<file path="src/rtl/motion_sequencer.sv">
// Converts absolute pen-target commands into relative MotorsCtrl transactions.
// Pen changes go out as servo-only transactions; long moves are split into clamped per-axis chunks.
module motion_sequencer #(
  parameter int POS_W     = 16,
  parameter int MAX_CHUNK = 1000
) (
  input  logic                    clk,
  input  logic                    reset,
  input  logic                    clk_en,
  input  logic                    cmd_valid,
  output logic                    cmd_rdy,
  input  logic signed [POS_W-1:0] cmd_x,
  input  logic signed [POS_W-1:0] cmd_y,
  input  logic                    cmd_pen_down,
  output logic signed [POS_W-1:0] pulse_num_x,
  output logic signed [POS_W-1:0] pulse_num_y,
  output logic                    servo_pos,
  output logic                    trigger,
  input  logic                    motors_rdy,
  output logic signed [POS_W-1:0] pos_x,
  output logic signed [POS_W-1:0] pos_y,
  output logic                    busy
);

  typedef enum logic [1:0] {S_IDLE, S_CHECK, S_REQ, S_WAIT} state_t;

  localparam logic signed [POS_W:0] LIM_P = (POS_W+1)'(MAX_CHUNK);
  localparam logic signed [POS_W:0] LIM_N = -LIM_P;

  state_t                  state;
  logic signed [POS_W-1:0] tgt_x;
  logic signed [POS_W-1:0] tgt_y;
  logic                    tgt_pen;
  logic signed [POS_W:0]   dx;
  logic signed [POS_W:0]   dy;
  logic signed [POS_W-1:0] chunk_x;
  logic signed [POS_W-1:0] chunk_y;

  function automatic logic signed [POS_W-1:0] clamp(input logic signed [POS_W:0] d);
    if (d > LIM_P)      return LIM_P[POS_W-1:0];
    else if (d < LIM_N) return LIM_N[POS_W-1:0];
    else                return d[POS_W-1:0];
  endfunction

  // One extra bit so the difference of two extreme positions cannot wrap.
  assign dx      = {tgt_x[POS_W-1], tgt_x} - {pos_x[POS_W-1], pos_x};
  assign dy      = {tgt_y[POS_W-1], tgt_y} - {pos_y[POS_W-1], pos_y};
  assign chunk_x = clamp(dx);
  assign chunk_y = clamp(dy);

  assign cmd_rdy = (state == S_IDLE) && !reset;
  assign busy    = (state != S_IDLE);

  // NOTE: all state is updated with non-blocking assignments so every register sees pre-edge values.
  always_ff @(posedge clk) begin
    if (reset) begin
      state       <= S_IDLE;
      tgt_x       <= '0;
      tgt_y       <= '0;
      tgt_pen     <= 1'b0;
      pos_x       <= '0;
      pos_y       <= '0;
      servo_pos   <= 1'b0;
      pulse_num_x <= '0;
      pulse_num_y <= '0;
      trigger     <= 1'b0;
    end else if (clk_en) begin
      unique case (state)
        S_IDLE: begin
          if (cmd_valid) begin
            tgt_x   <= cmd_x;
            tgt_y   <= cmd_y;
            tgt_pen <= cmd_pen_down;
            state   <= S_CHECK;
          end
        end
        S_CHECK: begin
          if (tgt_pen != servo_pos) begin
            servo_pos   <= tgt_pen;
            pulse_num_x <= '0;
            pulse_num_y <= '0;
            trigger     <= 1'b1;
            state       <= S_REQ;
          end else if (tgt_x != pos_x || tgt_y != pos_y) begin
            pulse_num_x <= chunk_x;
            pulse_num_y <= chunk_y;
            trigger     <= 1'b1;
            state       <= S_REQ;
          end else begin
            state <= S_IDLE;
          end
        end
        // Trigger stays up until MotorsCtrl shows it has taken the request.
        S_REQ: begin
          if (!motors_rdy) begin
            trigger <= 1'b0;
            state   <= S_WAIT;
          end
        end
        S_WAIT: begin
          if (motors_rdy) begin
            pos_x <= pos_x + pulse_num_x;
            pos_y <= pos_y + pulse_num_y;
            state <= S_CHECK;
          end
        end
        default: state <= S_IDLE;
      endcase
    end
  end

endmodule
</file>
<file path="config.mk">
export PLATFORM = sky130hd
export DESIGN_NAME = motion_sequencer
export DESIGN_NICKNAME = d
export VERILOG_FILES = /design/src/rtl/motion_sequencer.sv
export SDC_FILE = /design/constraint.sdc
export NUM_CORES = 1
export LEC_CHECK = 0
export CAP_MARGIN = 20
export CORE_MARGIN = 1.5
export CORE_UTILIZATION = 50
export DETAILED_ROUTE_END_ITERATION = 10
export HOLD_SLACK_MARGIN = 0.06
export PLACE_DENSITY = 0.75
export SLEW_MARGIN = 20
export SYNTH_ARGS = -nofsm -noshare
export SYNTH_HDL_FRONTEND = slang
export SYNTH_SLANG_ARGS = --single-unit
export TNS_END_PERCENT = 1
</file>
<file path="constraint.sdc">
create_clock -name clk -period 4.47 [get_ports clk]
set_input_delay 0.6705 -clock clk [delete_from_list [all_inputs] [get_ports clk]]
set_output_delay 0.6705 -clock clk [all_outputs]
set_load 0.01 [all_outputs]
</file>
# After elaboration in Yosys (flattened, before gate mapping)

Cells that the tools add are included.

$add $sub $neg: 4
Order comparisons: 4
Muxes and demuxes: 18
Eq/ne operators: 10
Reductions and logical operators: 13

Operator list:

| cell                                                                               | number |
|---|---|
| 16-bit two-way mux                                                                 | 8 |
| 17-bit by 11-bit greater-than comparator with 1-bit output (second input constant) | 2 |
| 17-bit by 11-bit < comparator with 1-bit output (second input constant)            | 2 |
| 16-bit by 16-bit subtractor with 17-bit output                                     | 2 |
| 16-bit adder                                                                       | 2 |
| 16-bit != test                                                                     | 2 |
| 3-bit AND reduction                                                                | 4 |
| 2-bit two-way mux                                                                  | 5 |
| 2-bit one-hot mux with 4 select lines                                              | 1 |
| 4-bit AND reduction                                                                | 2 |
| 2-bit != test (second input constant)                                              | 3 |
| 2-bit nonzero test                                                                 | 3 |
| 2-bit == test (second input constant)                                              | 2 |
| 1-bit two-way mux                                                                  | 3 |
| 3-bit != test (second input constant)                                              | 1 |
| 2-bit by 1-bit == test with 1-bit output (second input constant)                   | 1 |
| 2-bit zero test                                                                    | 1 |
| 1-bit one-hot mux with 2 select lines                                              | 1 |
| 1-bit logical AND                                                                  | 1 |
| 1-bit zero test                                                                    | 1 |
| 1-bit logical OR                                                                   | 1 |
| 1-bit != test                                                                      | 1 |

Output and inout bits: 68
Flip-flop bits (word level): 101
Word-level logic and storage cells: 59
Input bits: 38

# Depth between registers and ports, before layout

Gate-level depths: netlist of the first run.

Word-level depth: 6
Mapped depth: 12
Gate-level depth less buffers: 12

# Worst setup path before layout of the first run

Ideal clock, no wire load.

Path kind: reg2reg
Start: reg pos_x[0]
End: reg pulse_num_x[3]
Clock period less this slack: 3.254 ns
Arrival time: 3.140 ns
Slack: 1.216 ns
Stages on the path, launching flop included: 12
Buffers on the path: 0
Setup time: 0.115 ns
Required time: 4.355 ns
Cell sequence: dfxtp_1 -> ha_1 -> fa_1 -> and2b_4 -> o2111ai_1 -> a211o_1 -> a21o_1 -> xnor2_2 -> or4b_4 -> o31ai_4 -> nand2b_4 -> o21a_1

Word-level cells in the longest chain between the ends: 6
Elaborated cells on any way between the ends: 11
Those cells by class: add/sub (1); order compare (2); eq/ne (1); mux (4); reduce/logical (3)

RTL lines:

| element                                         | RTL line | text |
|---|---|---|
| start, declared                                 | 20       | `output logic signed [POS_W-1:0] pos_x,` |
| start signal, assigned                          | 102      | `pos_x <= pos_x + pulse_num_x;` |
| 16-bit by 16-bit subtractor with 17-bit output  | 46       | `assign dx = {tgt_x[POS_W-1], tgt_x} - {pos_x[POS_W-1], pos_x};` |
| 17-bit by 11-bit < comparator with 1-bit output | 41       | `else if (d < LIM_N) return LIM_N[POS_W-1:0];` |
| 16-bit two-way mux                              | 41       |  |
| 16-bit two-way mux                              | 40       | `if (d > LIM_P) return LIM_P[POS_W-1:0];` |
| 16-bit two-way mux                              | 84       | `end else if (tgt_x != pos_x \|\| tgt_y != pos_y) begin` |
| 16-bit two-way mux                              | 78       | `if (tgt_pen != servo_pos) begin` |
| end signal, assigned                            | 85       | `pulse_num_x <= chunk_x;` |
| end, declared                                   | 15       | `output logic signed [POS_W-1:0] pulse_num_x,` |

Parallel ways exist; a longest one is shown, timed or not. The select of a mux whose other input is x is not followed.
A chain may end at the register's enable or synchronous reset.

# Worst setup path after layout of the first run

Start: reg tgt_x[0]
End: reg pulse_num_x[3]

Word-level cells in the longest chain between the ends: 6
Elaborated cells on any way between the ends: 11
Those cells by class: add/sub (1); order compare (2); eq/ne (1); mux (4); reduce/logical (3)

RTL lines:

| element                                         | RTL line | text |
|---|---|---|
| start, declared                                 | 31       | `logic signed [POS_W-1:0] tgt_x;` |
| start signal, assigned                          | 71       | `tgt_x <= cmd_x;` |
| 16-bit by 16-bit subtractor with 17-bit output  | 46       |  |
| 17-bit by 11-bit < comparator with 1-bit output | 41       |  |
| 16-bit two-way mux                              | 41       |  |
| 16-bit two-way mux                              | 40       |  |
| 16-bit two-way mux                              | 84       |  |
| 16-bit two-way mux                              | 78       |  |

Parallel ways exist; a longest one is shown, timed or not. The select of a mux whose other input is x is not followed.

==> results.tsv, run 1 <==
stage	metric	value	unit
setup_path	worst-path fanout max	7	
floorplanning	Chip Height	122	um
floorplanning	I/O pins	106	
power_and_ir_drop	maximum VDD drop	0.000229	V
power_and_ir_drop	Reg power frac	41.1	%
synthesis	Yosys top cell area share	28.4	%
routing	vias per cell	5.76	
setup_path	Crit Path Category	reg2reg	
final_layout	Final Util	61.9	%
synthesis	Post-Syn Area	7130	sq um
timing	final setup TNS	0	ns
clocking	Clk Latency, worst-skew pair	0.35	ns
grt	vias in the first global route	6226	
routing	drt pass-1 iters	7	
grt	GRT Overall Usage	26.3	%
worst_hold_path	HP Class	reg2reg	
grt	initial antenna violation count	0	
clocking	H-tree Lvls	3	
synthesis	Gate Count Post-Synth	922	
grt	largest net degree at the start of global routing	43	
power_and_ir_drop	overall power	2340	uW
power_and_ir_drop	total leakage power	0.00352	uW
clocking	Post-CTS Hold Fix Bufs	0	
clocking	clock buffer depth	2	
final_layout	area grow syn2layout	20.6	%
clocking	CTS buffer count	9	
placement	PortBufs	105	
final_layout	storage element area	2020	sq um
synthesis	Synth Flop Type	dfxtp_1	
setup_path	Reg2Reg Setup Slack	1.01	ns
grt	grt total ovfl	0	
placement	RD Place Congestion	0.974	
final_layout	post-route cell area	8600	sq um
timing	Setup Viol. Count Final	0	
timing	Setup WS post-layout	1.01	ns
clocking	TritonCTS clock tree	done	
routing	Routed Antenna Nets	0	
final_layout	area occupied by multi-input gates	4720	sq um
final_layout	Final nets	1118	
setup_path	CP startpoint	tgt_x[0]	
final_layout	Antenna diodes	0	
synthesis	Synth Register Bits	101	
synthesis	area leader, netlist	dfxtp_1	
floorplanning	Std-Cell Rows	43	
power_and_ir_drop	Comb pwr share	26.2	%
routing	Detailed Route Iter0 Violations	352	
power_and_ir_drop	Psw	718	uW
routing	via count	6874	
timing	min Tclk post-route	3.46	ns
setup_path	Critical Path RT	4.72	ns
timing	Final Cycle Share	77.4	%
timing	Worst Max-Slew Pin Slew	0.836	ns
floorplanning	Die ar.	15000	sq um
setup_path	Critical Path End Type	register	
synthesis	syn_nets	1031	
floorplanning	Initial Util	51.4	%
routing	Routed WL	19200	um
setup_path	Worst R2R Start	tgt_x[0]	
flow_run	maxcap violations	0	
placement	Final HPWL DP	15000	um
setup_path	crit path DAT	3.71	ns
synthesis	top cells by area, synth	dfxtp_1, ha_1, nand2_1, a21oi_1, inv_1	
setup_path	CP Launch Type	register	
grt	first-pass GRT wire length	31000	um
power_and_ir_drop	PwrDens	272	nW/um^2
power_and_ir_drop	sw frac	30.7	%
placement	worst slack, placed	1.01	ns
clocking	clk slew on worst S/H paths	0.07	ns
placement	Cell Area, Placed	8310	sq um
setup_path	CP endpoint	pulse_num_x[3]	
clocking	# Post-CTS Setup Buffers	0	
power_and_ir_drop	P_int	1620	uW
synthesis	Synth Area per Inst	7.73	sq um
routing	drt wl/cell	16.1	um
synthesis	register area share after synthesis	28.4	%
synthesis	synth warn	0	
status	status	finished, final reports clean	
timing	final hold viol count	0	
clocking	Clock Tree Root	clkbuf_16	
synthesis	Async SR Flop Fraction	0	%
routing	DRC	0	
floorplanning	die width	122	um
synthesis	Post-synth EDFFs	0	
final_layout	share of cells above drive strength 1	5.43	%
synthesis	Cell variety after synth	76	
clocking	clock sinks	101	
timing	Fmax achieved	289	MHz
timing	Final Max Tran Viols	0	
timing	Setup Skew	0.00543	ns
floorplanning	core area	13900	sq um
timing	Slew headroom	44.3	%
setup_path	Worst Reg-to-Reg Cells	12	
setup_path	reg2reg end	pulse_num_x[3]	
timing	RSZ-0062 raised after global routing	no	
final_layout	layout filler cell count	1278	
clocking	post-CTS sizing	0	
power_and_ir_drop	clock share of power	32.7	%
-- registers in the layout (all words and copies together) (netlist names) --
signal       cells
pos_y           16
pos_x           16
pulse_num_x     16
servo_pos        1
pulse_num_y     16
tgt_pen          1
state            2
tgt_y           16
tgt_x           16
trigger          1
-- worst min path at each step --
stage / start / cells past startpoint / end
floorplan: tgt_x[0] / 2 / tgt_x[0]
global placement: tgt_y[0] / 2 / tgt_y[0]
detailed placement: tgt_y[0] / 2 / tgt_y[0]
CTS: tgt_x[7] / 2 / tgt_x[7]
global route: tgt_x[0] / 2 / tgt_x[0]
finish: tgt_x[7] / 2 / tgt_x[7]
-- synthesized netlist by cell type, drive strengths merged, types with 12 or more instances --
library cell,instances
a211oi,17
a21o,13
a21oi,122
clkbuf,30
dfxtp,101
ha,67
inv,62
nand2,166
nand3,23
nor2,36
nor3,17
o21a,12
o21ai,36
o31ai,12
or3,12
xnor2,22
xor2,18
-- final cells by class --
type                       instances  area share (%)
clock buffer                      12            3.10
sequential                       101            23.5
tap                              180            2.62
multi-input combinational        721            54.9
inverter                          62            2.71
timing repair buffer             114            13.0
clock inverter                     3           0.218
-- worst max-delay path, cell delays in order, from the launching register on --
cell and delay (ns):
dfxtp_1 0.33, inv_1 0.05, ha_1 0.20, fa_1 0.40, and2b_4 0.30, o2111ai_1 0.13
a211o_1 0.38, a21o_1 0.21, a211oi_1 0.41, nand2_1 0.10, o41a_1 0.44, nand2b_4 0.21
o21a_1 0.20
-- layer usage --
layer	share of wire [%]	track usage [%]
met1	45	34.8
met2	48	43.2
met3	5.0	4.28
met4	2.3	9.23
met5	0	0
-- metrics by stage --
stage | cells | hold slack (ns)
finish | 1193 | 0.458
global route | 1193 | 0.486
CTS | 1193 | 0.462
detailed placement | 1178 | 0.447
global placement | 1178 | 0.444
floorplan | 922 | 0.436
-- kinds of logic (layout without fill, tap and decap cells) --
logic type,Yosys count,after routing,synth area share (%)
and+or+nand+nor,327,327,21.8
AOI/OAI and AO/OA,276,276,25.5
DFF,101,101,28.4
buffers and inverters,100,191,5.44
adders and majority gates,71,71,12.9
xor gates and xnor gates,40,40,5.02
muxes,7,7,1.02
-- placed cells by master (no fill, tap or decap), types with 10 or more instances in the layout --
master | netlist | routed
a211oi_1 | 16 | 16
a21o_1 | 13 | 13
a21oi_1 | 120 | 120
a31oi_1 | 10 | 10
clkdlybuf4s50_1 | 0 | 104
dfxtp_1 | 101 | 101
ha_1 | 67 | 67
inv_1 | 62 | 62
nand2_1 | 166 | 166
nand3_1 | 23 | 23
nor2_1 | 35 | 35
nor3_1 | 17 | 17
o21a_1 | 12 | 12
o21ai_0 | 32 | 32
or3_1 | 12 | 12
xnor2_1 | 21 | 21
xor2_1 | 18 | 18
-- power groups by stage --
stage          registers [uW]  clock network (uW)  logic [uW]
6_report                  959                 765         612
2_1_floorplan             975                   0         436
3_3_place_gp              979                   0         599
5_1_grt                   962                 813         678
4_1_cts                   959                 790         607
3_5_place_dp              980                   0         604
(Power assumes the default switching activity.)
==> run 2: changes to the inputs <==
--- a/config.mk
+++ b/config.mk
@@ -10,7 +10,7 @@
 export CORE_UTILIZATION = 50
 export DETAILED_ROUTE_END_ITERATION = 10
 export HOLD_SLACK_MARGIN = 0.06
-export PLACE_DENSITY = 0.75
+export PLACE_DENSITY = 0.77
 export SLEW_MARGIN = 20
 export SYNTH_ARGS = -nofsm -noshare
 export SYNTH_HDL_FRONTEND = slang
==> constraint.sdc (replaced) <==
create_clock -name clk -period 2.89 [get_ports clk]
set_input_delay 0.4335 -clock clk [delete_from_list [all_inputs] [get_ports clk]]
set_output_delay 0.4335 -clock clk [all_outputs]
set_load 0.01 [all_outputs]
==> run 2 against run 1 <==
Largest cell class unchanged. Count of clock-buffer cells in the layout shrank 2. Setup slack worse by 1.4 ns. Non-clock buffer count grew 127. First-iteration DRC count up 32%. Sequential share of layout area is 2.8 points lower. Critical endpoint is now pulse_num_x[4]. Global-route usage rose by 2.5 points. Critical path depth increased by 1. The run now ends with setup timing left. Combinational power rose by 100%. Flip-flop and latch count is the same. Register-to-register slack worse by 1.4 ns.
==> results.tsv, run 2 (synthesized netlist as in run 1, its figures left out) <==
stage	metric	value	unit	change
setup_path	Reg2Reg Setup Slack	-0.38	ns	-1.40 ns
power_and_ir_drop	Comb pwr share	30.4	%	+4.2 points
timing	RSZ-0062 raised after global routing	yes		
final_layout	Final nets	1245		+11%
power_and_ir_drop	Psw	1270	uW	+77%
timing	Setup WS post-layout	-0.383	ns	-1.40 ns
final_layout	most frequent cells in the layout	nand2_1, buf_4, a21oi_1, clkdlybuf4s50_1, dfxtp_1		
power_and_ir_drop	clock share of power	33.7	%	+1.0 points
timing	Setup Viol. Count Final	21		+21
routing	DRC	0		unchanged
setup_path	worst-path fanout max	7		unchanged
final_layout	area occupied by multi-input gates	4870	sq um	+3.3%
final_layout	area grow syn2layout	37.6	%	
final_layout	Antenna diodes	0		unchanged
worst_hold_path	min-delay src	tgt_x[5]		
clocking	Clk Latency, worst-skew pair	0.36	ns	about the same
status	failing checks	setup timing		
setup_path	Crit Path Category	reg2reg		
floorplanning	I/O pins	106		unchanged
setup_path	Slowest-stage cell, CP	or4b_4		
clocking	Clock Tree Root	clkbuf_16		
final_layout	storage element area	2030	sq um	+0.37%
placement	PortBufs	105		unchanged
power_and_ir_drop	PwrDens	420	nW/um^2	+55%
flow_run	maxcap violations	0		unchanged
clocking	H-tree Lvls	3		unchanged
placement	worst slack, placed	-0.339	ns	-1.35 ns
grt	vias in the first global route	6926		+11%
routing	Detailed Route Iter0 Violations	466		+32%
timing	final hold viol count	0		unchanged
grt	largest net degree at the start of global routing	68		+58%
worst_hold_path	Min-Delay Path Depth	2		unchanged
grt	initial antenna violation count	0		unchanged
setup_path	Critical Path RT	3.19	ns	-1.53 ns
routing	via count	7502		+9.1%
floorplanning	Die ar.	15000	sq um	unchanged
setup_path	WP buf/inv	2		+1
routing	drt pass-1 iters	5		-2
placement	RD Place Congestion	0.975		+0.12%
timing	Slew headroom	57.6	%	+13 points
worst_hold_path	HP Class	reg2reg		
worst_hold_path	hold endpoint	tgt_x[5]		
floorplanning	die width	122	um	unchanged
setup_path	crit path DAT	3.57	ns	-0.14 ns
floorplanning	Chip Height	122	um	unchanged
grt	grt total ovfl	0		unchanged
setup_path	Worst R2R Start	tgt_x[0]		
timing	Worst Max-Slew Pin Slew	0.636	ns	-0.200 ns
setup_path	reg2reg end	pulse_num_x[4]		
floorplanning	Std-Cell Rows	43		unchanged
clocking	clock buffer depth	2		unchanged
setup_path	CP Launch Type	register		
clocking	clock sinks	101		unchanged
timing	Min Hold Slack	0.462	ns	+0.00413 ns
timing	min Tclk post-route	3.27	ns	-0.185 ns
timing	Fmax achieved	306	MHz	+5.6%
routing	Routed Antenna Nets	0		unchanged
final_layout	Final Util	70.7	%	+8.7 points
timing	Final Cycle Share	113	%	+36 points
routing	vias per cell	5.68		-1.4%
placement	Final HPWL DP	16600	um	+10%
floorplanning	Initial Util	51.4	%	unchanged
grt	GRT Overall Usage	28.8	%	+2.5 points
timing	Final Max Tran Viols	0		unchanged
status	status	complete, but fails checks		
grt	first-pass GRT wire length	33700	um	+8.6%
power_and_ir_drop	Reg power frac	35.9	%	-5.2 points
power_and_ir_drop	sw frac	30.9	%	+0.14 points
clocking	CTS buffer count	9		unchanged
final_layout	share of cells above drive strength 1	18.8	%	+13 points
clocking	TritonCTS clock tree	done		
final_layout	layout filler cell count	1153		-9.8%
power_and_ir_drop	maximum VDD drop	0.000370	V	+62%
setup_path	Worst Reg-to-Reg Cells	13		+1
setup_path	sequence of cells on the critical path	inv_1, ha_2, fa_2, and2b_4, o2111a_1, or3_1, a222oi_1, or4b_4, o21ai_4, o31ai_4, buf_12, a211o_1, a21oi_2		
clocking	clk slew on worst S/H paths	0.07	ns	about the same
routing	drt wl/cell	16.5	um	+2.8%
setup_path	CP peak stage delay	0.53	ns	+0.09 ns
power_and_ir_drop	total leakage power	0.00421	uW	+20%
power_and_ir_drop	P_int	2850	uW	+76%
floorplanning	core area	13900	sq um	unchanged
final_layout	commonest non-fill, non-tap cell in the layout	nand2_1		
timing	Setup Skew	0.00880	ns	+0.00337 ns
setup_path	Top delay family on crit path	compound AO/OA/AOI/OAI gates		
setup_path	Critical Path End Type	register		
routing	Routed WL	21800	um	+14%
==> run 2: cell types whose count changed in the layout (fill, tap and decap cells not counted), moves of 3 or more <==
cell | before | now
a211oi_2 | 0 | 5
buf_12 | 0 | 3
buf_4 | 9 | 131
dfxtp_1 | 101 | 95
dfxtp_2 | 0 | 6
a211oi_1 | 16 | 10
==> run 2: worst max path at each step <==
stage	slack (ns)	endpoint	start	cells past startpoint
6_report	-0.38	pulse_num_x[4]	tgt_x[0]	13
3_5_place_dp	-0.34	pulse_num_x[3]	tgt_x[0]	12
5_1_grt	-0.47	pulse_num_x[1]	tgt_x[0]	13
4_1_cts	-0.33	pulse_num_x[3]	tgt_x[0]	12
2_1_floorplan	-0.19	pulse_num_x[3]	pos_x[0]	11
3_3_place_gp	-0.28	pulse_num_x[4]	tgt_x[0]	12
==> run 2: power groups by stage <==
stage          sequential (uW)  combinational, uW  clock [uW]
2_1_floorplan             1510                678           0
3_3_place_gp              1510               1130           0
3_5_place_dp              1510               1140           0
4_1_cts                   1480               1160        1390
5_1_grt                   1490               1350        1450
6_report                  1480               1250        1390
==> run 2: timing repair <==
action	4_1_cts	5_1_grt
gates resized for setup	5	31
buffers inserted	0	3
pin swaps	2	9
setup endpoints to repair	22	39
hold buffers	0	0
==> run 2: metrics by stage <==
| step | instance area, sq um | setup TNS [ns] | std cells | total power [uW] |
|---|---|---|---|---|
| CTS | 9640 | -5.27 | 1319 | 4030 |
| detailed placement | 9290 | -5.53 | 1303 | 2660 |
| finish | 9810 | -4.39 | 1321 | 4120 |
| global route | 9810 | -7.45 | 1321 | 4300 |
| global placement | 9290 | -4.07 | 1303 | 2640 |
| floorplan | 7140 | -1.98 | 922 | 2190 |
==> run 2: area by class of cell <==
type	count	area share [%]
Tap cell	180	2.30
Sequential cell	101	20.7
Multi-Input combinational cell	721	49.7
Clock buffer	10	2.44
Timing Repair Buffer	241	21.5
Clock inverter	6	0.957
Inverter	62	2.37
==> run 2: worst reg2reg max path, delay by kind of cell, from the launching register on <==
kind,cells,cell delay [ns]
buffers and inverters,2,0.21
DFF,1,0.32
and+or+nand+nor,3,1.06
adders and majority gates,2,0.37
AOI/OAI and AO/OA,6,1.25
==> run 2: metal layers <==
| metal | GRT usage (%) | vias up | wire length [um] |
|---|---|---|---|
| met5 | 0 | - | 0 |
| met4 | 14.2 | 0 | 944 |
| met3 | 5.48 | 53 | 1110 |
| met2 | 49.7 | 239 | 10700 |
| met1 | 34.2 | 3482 | 9070 |
| li1 | - | 3728 | - |
